--- config.mk ---
export PLATFORM = sky130hd
export DESIGN_NAME = forward_kinematics_flat
export DESIGN_NICKNAME = d
export VERILOG_FILES = /design/src/rtl/forward_kinematics_pkg.sv /design/src/rtl/forward_kinematics_if.sv /design/src/rtl/sc_seqmult_q16.sv /design/src/rtl/forward_kinematics.sv /design/src/flat_wrapper.sv
export SDC_FILE = /design/constraint.sdc
export NUM_CORES = 1
export LEC_CHECK = 0
export CORE_AREA = 2 2 259 159
export CTS_BUF_LIST = sky130_fd_sc_hd__clkbuf_4 sky130_fd_sc_hd__clkbuf_8
export CTS_CLUSTER_DIAMETER = 120
export DETAILED_ROUTE_END_ITERATION = 16
export DIE_AREA = 0 0 261 161
export PLACE_DENSITY = 0.77
export SYNTH_ARGS = -nofsm -noshare
export SYNTH_HDL_FRONTEND = slang
export SYNTH_SLANG_ARGS = --single-unit
--- constraint.sdc ---
create_clock -name FORWARD_KINEMATICS_CLOCK_50 -period 5.55 [get_ports FORWARD_KINEMATICS_CLOCK_50]
set_input_delay 1.11 -clock FORWARD_KINEMATICS_CLOCK_50 [delete_from_list [all_inputs] [get_ports FORWARD_KINEMATICS_CLOCK_50]]
set_output_delay 1.11 -clock FORWARD_KINEMATICS_CLOCK_50 [all_outputs]
set_load 0.03 [all_outputs]
--- src/rtl/forward_kinematics_pkg.sv ---
// rtl/forward_kinematics_pkg.sv - shared types, constants and number-format helpers for forward_kinematics
package forward_kinematics_pkg;

    localparam int N_WIDTH = 17;
    localparam int Q_WIDTH = 8;
    localparam int KV_Q16  = 594;
    localparam int KW_Q16  = 3600;

    typedef enum logic [1:0] {S_IDLE, S_SUM, S_MUL, S_DONE} fk_state_t;
    typedef logic [N_WIDTH-1:0] sm_t;

    // Negative zero falls out as 0 because -0 == 0 in two's complement.
    function automatic logic signed [18:0] sm_to_tc(input sm_t v);
        logic signed [18:0] m;
        m = {3'b000, v[15:0]};
        return v[16] ? -m : m;
    endfunction

    function automatic logic [18:0] tc_to_sm(input logic signed [18:0] v);
        return {v[18], 18'(v[18] ? -v : v)};
    endfunction

endpackage

--- src/rtl/forward_kinematics_if.sv ---
// rtl/forward_kinematics_if.sv - start/done request bus carrying wheel speeds in and body velocities out
interface forward_kinematics_if;
    import forward_kinematics_pkg::*;

    logic FORWARD_KINEMATICS_start_InHigh;
    sm_t  FORWARD_KINEMATICS_W1_InBus;
    sm_t  FORWARD_KINEMATICS_W2_InBus;
    sm_t  FORWARD_KINEMATICS_W3_InBus;
    sm_t  FORWARD_KINEMATICS_W4_InBus;
    sm_t  FORWARD_KINEMATICS_VX_OutBus;
    sm_t  FORWARD_KINEMATICS_VY_OutBus;
    sm_t  FORWARD_KINEMATICS_WZ_OutBus;
    logic FORWARD_KINEMATICS_done_OutHigh;
    logic FORWARD_KINEMATICS_busy_OutHigh;
    logic FORWARD_KINEMATICS_overflow_OutHigh;

    modport master (
        output FORWARD_KINEMATICS_start_InHigh, FORWARD_KINEMATICS_W1_InBus, FORWARD_KINEMATICS_W2_InBus,
               FORWARD_KINEMATICS_W3_InBus, FORWARD_KINEMATICS_W4_InBus,
        input  FORWARD_KINEMATICS_VX_OutBus, FORWARD_KINEMATICS_VY_OutBus, FORWARD_KINEMATICS_WZ_OutBus,
               FORWARD_KINEMATICS_done_OutHigh, FORWARD_KINEMATICS_busy_OutHigh, FORWARD_KINEMATICS_overflow_OutHigh
    );

    modport slave (
        input  FORWARD_KINEMATICS_start_InHigh, FORWARD_KINEMATICS_W1_InBus, FORWARD_KINEMATICS_W2_InBus,
               FORWARD_KINEMATICS_W3_InBus, FORWARD_KINEMATICS_W4_InBus,
        output FORWARD_KINEMATICS_VX_OutBus, FORWARD_KINEMATICS_VY_OutBus, FORWARD_KINEMATICS_WZ_OutBus,
               FORWARD_KINEMATICS_done_OutHigh, FORWARD_KINEMATICS_busy_OutHigh, FORWARD_KINEMATICS_overflow_OutHigh
    );

endinterface

--- src/rtl/sc_seqmult_q16.sv ---
// rtl/sc_seqmult_q16.sv - 18x16 shift-add multiplier, one constant bit per cycle, Q16 round and 16-bit saturate
module sc_seqmult_q16 (
    input  logic        i_clk,
    input  logic        i_rst_n,
    input  logic        i_start,
    input  logic [17:0] i_mag,
    input  logic [15:0] i_k,
    output logic        o_busy,
    output logic        o_last,
    output logic        o_done,
    output logic [15:0] o_result,
    output logic        o_ovf
);
    logic        r_run;
    logic        r_done;
    logic [3:0]  r_cnt;
    logic [33:0] r_acc;
    logic [3:0]  w_bit;
    logic [33:0] w_add;
    logic [18:0] w_q;

    // The start cycle already performs iteration 0, so a product spans exactly 16 edges.
    assign w_bit    = i_start ? 4'd0 : r_cnt;
    assign w_add    = i_k[w_bit] ? ({16'd0, i_mag} << w_bit) : 34'd0;
    assign w_q      = 19'(({1'b0, r_acc} + 35'h8000) >> 16);
    assign o_ovf    = |w_q[18:16];
    assign o_result = o_ovf ? 16'hFFFF : w_q[15:0];
    assign o_last   = r_run && (r_cnt == 4'd15);
    assign o_busy   = r_run;
    assign o_done   = r_done;

    always_ff @(posedge i_clk or negedge i_rst_n) begin
        if (!i_rst_n) begin
            r_run  <= 1'b0;
            r_done <= 1'b0;
            r_cnt  <= 4'd0;
            r_acc  <= 34'd0;
        end else begin
            r_done <= o_last;
            if (i_start) begin
                r_acc <= w_add;
                r_cnt <= 4'd1;
                r_run <= 1'b1;
            end else if (r_run) begin
                r_acc <= r_acc + w_add;
                r_cnt <= r_cnt + 4'd1;
                if (o_last) r_run <= 1'b0;
            end
        end
    end

endmodule

--- src/rtl/forward_kinematics.sv ---
// rtl/forward_kinematics.sv - mecanum wheel speeds to body vx/vy/wz through one shared sequential multiplier
module forward_kinematics #(
    parameter int KV_Q16 = forward_kinematics_pkg::KV_Q16,
    parameter int KW_Q16 = forward_kinematics_pkg::KW_Q16
) (
    input logic           FORWARD_KINEMATICS_CLOCK_50,
    input logic           FORWARD_KINEMATICS_RESET_InLow,
    forward_kinematics_if.slave bus
);
    import forward_kinematics_pkg::*;

    localparam logic [15:0] KV = 16'(KV_Q16);
    localparam logic [15:0] KW = 16'(KW_Q16);

    fk_state_t r_state, w_next;
    sm_t r_w1, r_w2, r_w3, r_w4;
    sm_t r_vx, r_vy, r_out_vx, r_out_vy, r_out_wz;
    logic [2:0]  r_sgn;
    logic [17:0] r_mag_x, r_mag_y, r_mag_z;
    logic [1:0]  r_idx, w_op_idx;
    logic        r_ovf_acc, r_out_ovf, r_done;
    logic        w_mul_start, w_mul_busy, w_mul_last, w_mul_done, w_mul_ovf, w_sgn;
    logic [15:0] w_mul_res, w_k;
    logic [17:0] w_mag;
    logic signed [18:0] w_t1, w_t2, w_t3, w_t4;
    logic [18:0] w_sx, w_sy, w_sz;
    sm_t w_res_sm;

    assign w_t1 = sm_to_tc(r_w1);
    assign w_t2 = sm_to_tc(r_w2);
    assign w_t3 = sm_to_tc(r_w3);
    assign w_t4 = sm_to_tc(r_w4);
    assign w_sx = tc_to_sm(w_t1 + w_t2 + w_t3 + w_t4);
    assign w_sy = tc_to_sm(w_t2 + w_t3 - w_t1 - w_t4);
    assign w_sz = tc_to_sm(w_t2 + w_t4 - w_t1 - w_t3);

    // On the done cycle the next product starts at once, so look one index ahead.
    assign w_op_idx = w_mul_done ? r_idx + 2'd1 : r_idx;

    always_comb begin
        w_mag = r_mag_x;
        w_k   = KV;
        w_sgn = r_sgn[2];
        case (w_op_idx)
            2'd1:    w_mag = r_mag_y;
            2'd2:    begin w_mag = r_mag_z; w_k = KW; end
            default: ;
        endcase
        case (r_idx)
            2'd0:    w_sgn = r_sgn[0];
            2'd1:    w_sgn = r_sgn[1];
            default: ;
        endcase
    end

    assign w_res_sm = {w_sgn & (w_mul_res != 16'd0), w_mul_res};

    sc_seqmult_q16 u_mult (
        .i_clk    (FORWARD_KINEMATICS_CLOCK_50),
        .i_rst_n  (FORWARD_KINEMATICS_RESET_InLow),
        .i_start  (w_mul_start),
        .i_mag    (w_mag),
        .i_k      (w_k),
        .o_busy   (w_mul_busy),
        .o_last   (w_mul_last),
        .o_done   (w_mul_done),
        .o_result (w_mul_res),
        .o_ovf    (w_mul_ovf)
    );

    always_comb begin
        w_next      = r_state;
        w_mul_start = 1'b0;
        case (r_state)
            S_IDLE: if (bus.FORWARD_KINEMATICS_start_InHigh) w_next = S_SUM;
            S_SUM:  w_next = S_MUL;
            S_MUL: begin
                w_mul_start = !w_mul_busy;
                if (r_idx == 2'd2 && w_mul_last) w_next = S_DONE;
            end
            S_DONE: w_next = S_IDLE;
            default: w_next = S_IDLE;
        endcase
    end

    always_ff @(posedge FORWARD_KINEMATICS_CLOCK_50 or negedge FORWARD_KINEMATICS_RESET_InLow) begin
        if (!FORWARD_KINEMATICS_RESET_InLow) begin
            r_state   <= S_IDLE;
            r_w1      <= '0;
            r_w2      <= '0;
            r_w3      <= '0;
            r_w4      <= '0;
            r_sgn     <= '0;
            r_mag_x   <= '0;
            r_mag_y   <= '0;
            r_mag_z   <= '0;
            r_idx     <= '0;
            r_vx      <= '0;
            r_vy      <= '0;
            r_out_vx  <= '0;
            r_out_vy  <= '0;
            r_out_wz  <= '0;
            r_ovf_acc <= 1'b0;
            r_out_ovf <= 1'b0;
            r_done    <= 1'b0;
        end else begin
            r_state <= w_next;
            r_done  <= 1'b0;
            case (r_state)
                S_IDLE: if (bus.FORWARD_KINEMATICS_start_InHigh) begin
                    r_w1      <= bus.FORWARD_KINEMATICS_W1_InBus;
                    r_w2      <= bus.FORWARD_KINEMATICS_W2_InBus;
                    r_w3      <= bus.FORWARD_KINEMATICS_W3_InBus;
                    r_w4      <= bus.FORWARD_KINEMATICS_W4_InBus;
                    r_idx     <= 2'd0;
                    r_ovf_acc <= 1'b0;
                end
                S_SUM: begin
                    r_sgn   <= {w_sz[18], w_sy[18], w_sx[18]};
                    r_mag_x <= w_sx[17:0];
                    r_mag_y <= w_sy[17:0];
                    r_mag_z <= w_sz[17:0];
                end
                S_MUL: if (w_mul_done) begin
                    if (r_idx == 2'd0) r_vx <= w_res_sm;
                    else               r_vy <= w_res_sm;
                    r_ovf_acc <= r_ovf_acc | w_mul_ovf;
                    r_idx     <= r_idx + 2'd1;
                end
                S_DONE: begin
                    r_out_vx  <= r_vx;
                    r_out_vy  <= r_vy;
                    r_out_wz  <= w_res_sm;
                    r_out_ovf <= r_ovf_acc | w_mul_ovf;
                    r_done    <= 1'b1;
                end
                default: ;
            endcase
        end
    end

    assign bus.FORWARD_KINEMATICS_VX_OutBus        = r_out_vx;
    assign bus.FORWARD_KINEMATICS_VY_OutBus        = r_out_vy;
    assign bus.FORWARD_KINEMATICS_WZ_OutBus        = r_out_wz;
    assign bus.FORWARD_KINEMATICS_done_OutHigh     = r_done;
    assign bus.FORWARD_KINEMATICS_overflow_OutHigh = r_out_ovf;
    assign bus.FORWARD_KINEMATICS_busy_OutHigh     = (r_state != S_IDLE);

endmodule

--- src/flat_wrapper.sv ---
// flat-port wrapper written by rule: the top's interface ports become plain ports
module forward_kinematics_flat import forward_kinematics_pkg::*;
#(
    parameter int KV_Q16 = forward_kinematics_pkg::KV_Q16,
    parameter int KW_Q16 = forward_kinematics_pkg::KW_Q16
)
  (FORWARD_KINEMATICS_CLOCK_50, FORWARD_KINEMATICS_RESET_InLow, bus_FORWARD_KINEMATICS_start_InHigh, bus_FORWARD_KINEMATICS_W1_InBus, bus_FORWARD_KINEMATICS_W2_InBus, bus_FORWARD_KINEMATICS_W3_InBus, bus_FORWARD_KINEMATICS_W4_InBus, bus_FORWARD_KINEMATICS_VX_OutBus, bus_FORWARD_KINEMATICS_VY_OutBus, bus_FORWARD_KINEMATICS_WZ_OutBus, bus_FORWARD_KINEMATICS_done_OutHigh, bus_FORWARD_KINEMATICS_busy_OutHigh, bus_FORWARD_KINEMATICS_overflow_OutHigh);
  forward_kinematics_if bus_i ();
  input logic FORWARD_KINEMATICS_CLOCK_50;
  input logic FORWARD_KINEMATICS_RESET_InLow;
  input wire logic [$bits(bus_i.FORWARD_KINEMATICS_start_InHigh)-1:0] bus_FORWARD_KINEMATICS_start_InHigh;
  input wire logic [$bits(bus_i.FORWARD_KINEMATICS_W1_InBus)-1:0] bus_FORWARD_KINEMATICS_W1_InBus;
  input wire logic [$bits(bus_i.FORWARD_KINEMATICS_W2_InBus)-1:0] bus_FORWARD_KINEMATICS_W2_InBus;
  input wire logic [$bits(bus_i.FORWARD_KINEMATICS_W3_InBus)-1:0] bus_FORWARD_KINEMATICS_W3_InBus;
  input wire logic [$bits(bus_i.FORWARD_KINEMATICS_W4_InBus)-1:0] bus_FORWARD_KINEMATICS_W4_InBus;
  output wire logic [$bits(bus_i.FORWARD_KINEMATICS_VX_OutBus)-1:0] bus_FORWARD_KINEMATICS_VX_OutBus;
  output wire logic [$bits(bus_i.FORWARD_KINEMATICS_VY_OutBus)-1:0] bus_FORWARD_KINEMATICS_VY_OutBus;
  output wire logic [$bits(bus_i.FORWARD_KINEMATICS_WZ_OutBus)-1:0] bus_FORWARD_KINEMATICS_WZ_OutBus;
  output wire logic [$bits(bus_i.FORWARD_KINEMATICS_done_OutHigh)-1:0] bus_FORWARD_KINEMATICS_done_OutHigh;
  output wire logic [$bits(bus_i.FORWARD_KINEMATICS_busy_OutHigh)-1:0] bus_FORWARD_KINEMATICS_busy_OutHigh;
  output wire logic [$bits(bus_i.FORWARD_KINEMATICS_overflow_OutHigh)-1:0] bus_FORWARD_KINEMATICS_overflow_OutHigh;
  assign bus_i.FORWARD_KINEMATICS_start_InHigh = bus_FORWARD_KINEMATICS_start_InHigh;
  assign bus_i.FORWARD_KINEMATICS_W1_InBus = bus_FORWARD_KINEMATICS_W1_InBus;
  assign bus_i.FORWARD_KINEMATICS_W2_InBus = bus_FORWARD_KINEMATICS_W2_InBus;
  assign bus_i.FORWARD_KINEMATICS_W3_InBus = bus_FORWARD_KINEMATICS_W3_InBus;
  assign bus_i.FORWARD_KINEMATICS_W4_InBus = bus_FORWARD_KINEMATICS_W4_InBus;
  assign bus_FORWARD_KINEMATICS_VX_OutBus = bus_i.FORWARD_KINEMATICS_VX_OutBus;
  assign bus_FORWARD_KINEMATICS_VY_OutBus = bus_i.FORWARD_KINEMATICS_VY_OutBus;
  assign bus_FORWARD_KINEMATICS_WZ_OutBus = bus_i.FORWARD_KINEMATICS_WZ_OutBus;
  assign bus_FORWARD_KINEMATICS_done_OutHigh = bus_i.FORWARD_KINEMATICS_done_OutHigh;
  assign bus_FORWARD_KINEMATICS_busy_OutHigh = bus_i.FORWARD_KINEMATICS_busy_OutHigh;
  assign bus_FORWARD_KINEMATICS_overflow_OutHigh = bus_i.FORWARD_KINEMATICS_overflow_OutHigh;
  forward_kinematics #(.KV_Q16(KV_Q16), .KW_Q16(KW_Q16)) u_core (.FORWARD_KINEMATICS_CLOCK_50(FORWARD_KINEMATICS_CLOCK_50), .FORWARD_KINEMATICS_RESET_InLow(FORWARD_KINEMATICS_RESET_InLow), .bus(bus_i));
endmodule
==> metrics.txt, run 1 <==
fin crit period 5.41 ns; Setup crit end kind register; largest net degree at the start of global routing 123; Critical Path Source Type register; die width 261 um; deepest clock path buffer count 3; routed vias/inst 5.97; CTS Root Cell clkbuf_8; antenna violations before repair 1; R2R Path End u_core.r_mag_y[17]$_DFFE_PN0N_; WS Path Type register to register; initial core utilization 54.1%; CTS Sinks 257; Routed WL 64.7 mm; Synth warnings 0; # setup viols final 0; first-pass GRT wire length 102 mm; H-tree Lvls 2; Cells after Synth 2430; most instantiated cells after synthesis dfrtp_1 (257), inv_1 (209), nand2_1 (189); fin nets 3032; FMAX 0.185 GHz; highest metal used met4; vias in the first global route 19300; clock latency on the worst-skew pair 0.62 ns; CTS tree done; reg2reg start u_core.r_w4[2]$_DFFE_PN0P_; WP buf/inv 6; post-synth top area share 29.9%; share of post-route cells with drive strength above 1 21.6%; core area 0.0398 mm^2; final max-slew violation count 0; drt initial violations 2320; Worst slew margin 17.9%; DR WL met2 26.4 mm; HPWL Detailed 49.8 mm; Placer Congestion 1.02; Final Hold Vio Count 0; Synth cell types 88; met3 WL 7.13 mm; Post-synth EDFFs 0; Hold Path End u_core.r_vy[4]$_DFFE_PN0P_; Hold Buf Count CTS 0; clock buffer count from CTS 41; CP delay by family, top simple AND/OR/NAND/NOR gates; routed len/inst 19.5 um; Mapped Area 0.0215 mm^2; hold path depth 2; slowest stage cell on the critical path or4b_2; Main synth FF type dfrtp_1; grt ovf 0; R2R setup slack 0.14 ns; PortBufs 124; worst hold start u_core.r_vy[4]$_DFFE_PN0P_; DRC viols 0; Fin Setup TNS 0 ns; Top Ports 125; outcome finished, final reports clean; First-pass DRT Iterations 5; #FFs+latches synth 257; post-route ant nets 0; Crit Path Max Fanout 8; Die Y 161 um; CP required 6.07 ns; CP Cell Sequence buf_4 > nor4_4 > nand3b_1 > buf_4 > buf_6 > o31ai_4 > xnor2_2 > inv_1 > ha_1 > xnor2_1 > fa_1 > inv_1 > ha_1 > buf_4 > or4b_2 > o211ai_1 > a311oi_1 > and4b_2 > and3_1 > or3_1 > a31oi_1; crit share post-route 97.5%; clk_skew 0.0339 ns; routed via count 19800; Syn-to-layout area delta 23.9%; cell with the most instances after synthesis dfrtp_1; share of the yosys chip area belonging to registers 29.9%; Total Routing Usage GR 30.5%; met1 wire length 30.2 mm; # rows 57; Worst Hold Class register to register; synth top area cells dfrtp_1 (30%), ha_1 (7.5%), fa_1 (7.1%); delay of the slowest critical-path stage 0.59 ns; MaxCap Viol Count 0; async set-reset flop share out of synthesis 100%; Worst Max-Slew Pin Slew 1.23 ns; Reg clk slew, reported paths 0.07 ns; Die Area 0.0420 mm^2; critical path's most frequent cell buf_4; Worst Reg-to-Reg Cells 21; Avg Inst Size Synth 8.86 um^2; Synth area leader dfrtp_1; WP data arrival 5.93 ns
[cells by family after synthesis]
| family | after synthesis | share of synthesized area, % |
|---|---|---|
| mux | 170 | 8.64 |
| simple gates | 652 | 14.6 |
| flops | 257 | 29.9 |
| other cells | 1 | 0.0174 |
| compound gates | 614 | 17.9 |
| fa+ha+maj | 206 | 14.6 |
| buf+inv | 320 | 5.66 |
| xor+xnor | 210 | 8.75 |
[through the flow]
step / util (%) / cells / setup WS [ns] / cell area, um^2 / hold WS, ns
floorplan: - / 2434 / 0.348 / 21500 / 0.444
global route: 67.0 / 3317 / -0.0799 / 26700 / 0.502
detailed placement: 62.9 / 3232 / -0.380 / 25000 / 0.465
CTS: 65.3 / 3307 / 0.00920 / 26000 / 0.482
global placement: 62.9 / 3232 / -0.290 / 25000 / 0.457
finish: 67.0 / 3317 / 0.141 / 26700 / 0.477
[area by class of cell]
| class | count | area [um^2] |
|---|---|---|
| multi-input combinational | 1857 | 14600 |
| fill | 3119 | 13100 |
| sequential | 257 | 6430 |
| timing repair buffer | 389 | 3340 |
| inverter | 210 | 788 |
| clock buffer | 67 | 785 |
| tap | 531 | 664 |
| clock inverter | 5 | 72.6 |
| antenna | 1 | 2.50 |
[cell usage in the layout (no fill, tap or decap), drive strengths merged, types with 14 or more instances in the layout]
cell | Yosys | layout
dfrtp | 257 | 257
clkdlybuf4s50 | 0 | 123
nand3 | 62 | 62
mux2i | 44 | 44
nand2 | 189 | 189
nand4 | 14 | 14
o31ai | 27 | 27
a31oi | 25 | 25
xnor2 | 127 | 127
a21oi | 180 | 180
o22ai | 18 | 18
a211oi | 17 | 17
a22oi | 23 | 23
or2 | 16 | 16
o21a | 16 | 16
ha | 129 | 129
inv | 209 | 212
clkbuf | 90 | 67
buf | 20 | 266
nor2 | 188 | 188
and3 | 16 | 16
o21ai | 160 | 160
mux2 | 126 | 126
fa | 76 | 76
xor2 | 80 | 80
nor3 | 32 | 32
nor4 | 16 | 16
or3 | 26 | 26
a21o | 35 | 35
nand2b | 17 | 17
[sequential cells by signal, indices dropped and copies added, names as in the netlist, 18 cells and up]
signal / count
u_core.u_mult.r_acc: 34
u_core.r_mag_x: 18
u_core.r_mag_z: 18
u_core.r_mag_y: 18
[worst max-delay path by stage]
stage                                          start                              to  slack, ns  depth (start not counted)
after detailed placement  u_core.r_w4[5]$_DFFE_PN0P_  u_core.r_mag_y[17]$_DFFE_PN0N_      -0.38                         20
after floorplan           u_core.r_w3[3]$_DFFE_PN0P_  u_core.r_mag_z[17]$_DFFE_PN0N_       0.35                         19
after global placement    u_core.r_w4[5]$_DFFE_PN0P_  u_core.r_mag_y[17]$_DFFE_PN0N_      -0.29                         20
final                     u_core.r_w4[2]$_DFFE_PN0P_  u_core.r_mag_y[17]$_DFFE_PN0N_       0.14                         21
after global routing      u_core.r_w4[2]$_DFFE_PN0P_  u_core.r_mag_y[17]$_DFFE_PN0N_      -0.08                         21
after CTS                 u_core.r_w4[3]$_DFFE_PN0P_  u_core.r_mag_x[14]$_DFFE_PN0N_      0.009                         22
[per-layer routing]
layer  vias up  global-route usage, %
met1      9677                   46.8
met3        95                   8.51
met5         -                      0
met4         0                   5.45
li1       9179                      -
met2       861                   43.1
[repair_timing]
| action | 4_1_cts | 5_1_grt |
|---|---|---|
| gates resized for setup | 20 | 120 |
| pin swaps | 2 | 27 |
| buffers inserted | 3 | 9 |
| setup endpoints to repair | 37 | 67 |
[worst reg2reg max path: cells and delay by family, from the launching register on]
family / cells / cell delay [ns]
adder cells (fa/ha/maj): 3 / 1.20
buffers and inverters: 6 / 0.84
XOR/XNOR: 2 / 0.37
AO/OA/AOI/OAI: 4 / 0.59
flip-flops: 1 / 0.42
AND/OR/NAND/NOR: 6 / 1.89
Power of run 1 is left out: the tool's default activity adds up to more than one toggle a clock period on the data nets, which glitch-free logic cannot reach.
==> run 2: changes to the inputs <==
- CTS_CLUSTER_SIZE: not set -> 28
- clock period: 5.55 -> 4.4 ns (I/O delays scaled with it)
==> run 2 against run 1 <==
  * The flow now finishes with violations (negative setup slack)
  * First-iteration DRC count up 61%
  * Setup slack lost 1.4 ns
  * Global-route usage is 6.6 points higher
  * Hold slack got worse by 0.22 ns
==> metrics.txt, run 2 (synthesis results as in run 1) <==
outcome complete, but fails checks; violated checks negative setup slack; CP required 4.93 ns; CP Cell Sequence nor2_2 > nand4b_1 > or3_4 > buf_6 > or2_4 > o31ai_4 > xnor2_2 > inv_1 > ha_4 > xor2_2 > fa_1 > inv_2 > ha_4 > nand4_1 > a21oi_2 > nand3_2 > a21oi_2 > o211ai_1 > and3b_2 > nor2_4 > buf_6 > buf_6 > mux2i_1 > nand2_1; routed len/inst 23.4 um; # setup viols final 78; MaxCap Viol Count 0; Setup crit end kind register; Hold Buf Count CTS 0; Syn-to-layout area delta 51.2%; Reg clk slew, reported paths 0.20 ns; Routed WL 86.8 mm; Largest Register u_core.u_mult.r_acc; routed via count 23500; grt ovf 0; initial core utilization 54.1%; PortBufs 124; CTS Sinks 257; die width 261 um; Worst Max-Slew Pin Slew 1.22 ns; delay of the slowest critical-path stage 0.53 ns; WP buf/inv 5; placed insts 3564; clk_skew 0.0559 ns; max reg flops 34; WP data arrival 6.21 ns; Final Hold Vio Count 0; CTS Root Cell clkbuf_8; pre-CTS setup slack -1.04 ns; post-route ant nets 0; slack of the critical path -1.28 ns; Die Y 161 um; Worst slew margin 18.2%; HPWL Detailed 55.1 mm; final max-slew violation count 0; share of post-route cells with drive strength above 1 42.4%; fin nets 3461; Finished Cell Area 0.0325 mm^2; CP delay by family, top simple AND/OR/NAND/NOR gates; DP Area 0.0280 mm^2; Placer Congestion 0.994; drt initial violations 3730; Top Ports 125; First-pass DRT Iterations 6; Die Area 0.0420 mm^2; Worst Hold Class input port to async pin; clock buffer count from CTS 13; RSZ-0062 raised after global routing yes; routed vias/inst 6.34; Crit Path Max Fanout 7; core area 0.0398 mm^2; WS Path Type register to register; Critical Path Source Type register; crit share post-route 129%; deepest clock path buffer count 3; largest net degree at the start of global routing 110; # rows 57; critical path's most frequent cell buf_6; FMAX 0.176 GHz; fin crit period 5.68 ns; H-tree Lvls 1; DRC viols 0; clock latency on the worst-skew pair 0.62 ns; antenna violations before repair 0; slowest stage cell on the critical path fa_1; commonest non-fill, non-tap cells in the layout buf_4 (639), dfrtp_1 (254), inv_1 (186), nor2_1 (163), nand2_1 (160); Final Non-Filler Cells 3717; ANT cells 0; Total Routing Usage GR 37.1%; first-pass GRT wire length 124 mm; vias in the first global route 23200; commonest non-fill, non-tap cell in the layout buf_4; CTS tree done
## run 2: changes by cell type in the layout (fill, tap and decap cells not counted), sizes merged
| cell | previous run | this run |
|---|---|---|
| bufbuf | 0 | 1 |
| bufinv | 1 | 0 |
| clkbuf | 67 | 13 |
| inv | 212 | 210 |
| clkinvlp | 0 | 1 |
| buf | 266 | 722 |
| diode | 1 | 0 |
## run 2: repair_timing
item,4_1_cts,5_1_grt
hold endpoints to repair,0,0
resized for setup,411,250
gates cloned,4,0
pin swaps,169,163
buffers inserted,87,55
setup endpoints to repair,78,79
## run 2: layer usage
metal / GRT usage (%) / share of wire (%) / routed length (um)
met1: 51.3 / 39 / 34200
met2: 57.6 / 44 / 38600
met3: 9.64 / 11 / 9860
met4: 10.9 / 4.9 / 4220
met5: 0 / 0 / 0
## run 2: metrics by stage
step                      TNS (ns)  hold slack (ns)  util [%]
after floorplan             -14.32            0.444         -
after global placement      -40.28            0.458      70.4
after detailed placement    -53.20            0.467      70.4
after CTS                   -33.82            0.314      77.5
after global routing        -66.35            0.308      81.8
final                       -57.68            0.254      81.8
## run 2: layout make-up
class | count | area, um^2
Fill cell | 2087 | 7260
Clock buffer | 13 | 179
Inverter | 210 | 788
Timing Repair Buffer | 846 | 7150
Sequential cell | 257 | 6430
Clock inverter | 3 | 32.5
Tap cell | 531 | 664
Multi-Input combinational cell | 1857 | 17300
## run 2: path summary, 6_finish.rpt
kind / start / to / slack, ns / depth (start not counted)
max: u_core.r_w4[3]$_DFFE_PN0P_ / u_core.r_mag_y[12]$_DFFE_PN0N_ / -1.28 / 24
min: FORWARD_KINEMATICS_RESET_InLow / u_core.r_w4[15]$_DFFE_PN0P_ / 0.25 / 1
max reg2reg: u_core.r_w4[3]$_DFFE_PN0P_ / u_core.r_mag_y[12]$_DFFE_PN0N_ / -1.28 / 24
min reg2reg: u_core.r_vx[1]$_DFFE_PN0P_ / u_core.r_vx[1]$_DFFE_PN0P_ / 0.49 / 2
max in group asynchronous: FORWARD_KINEMATICS_RESET_InLow / u_core.bus.FORWARD_KINEMATICS_overflow_OutHigh$_DFFE_PN0P_ / 3.26 / 2
min in group FORWARD_KINEMATICS_CLOCK_50: u_core.r_vx[1]$_DFFE_PN0P_ / u_core.r_vx[1]$_DFFE_PN0P_ / 0.49 / 2
Power of run 2 is left out for the same reason.
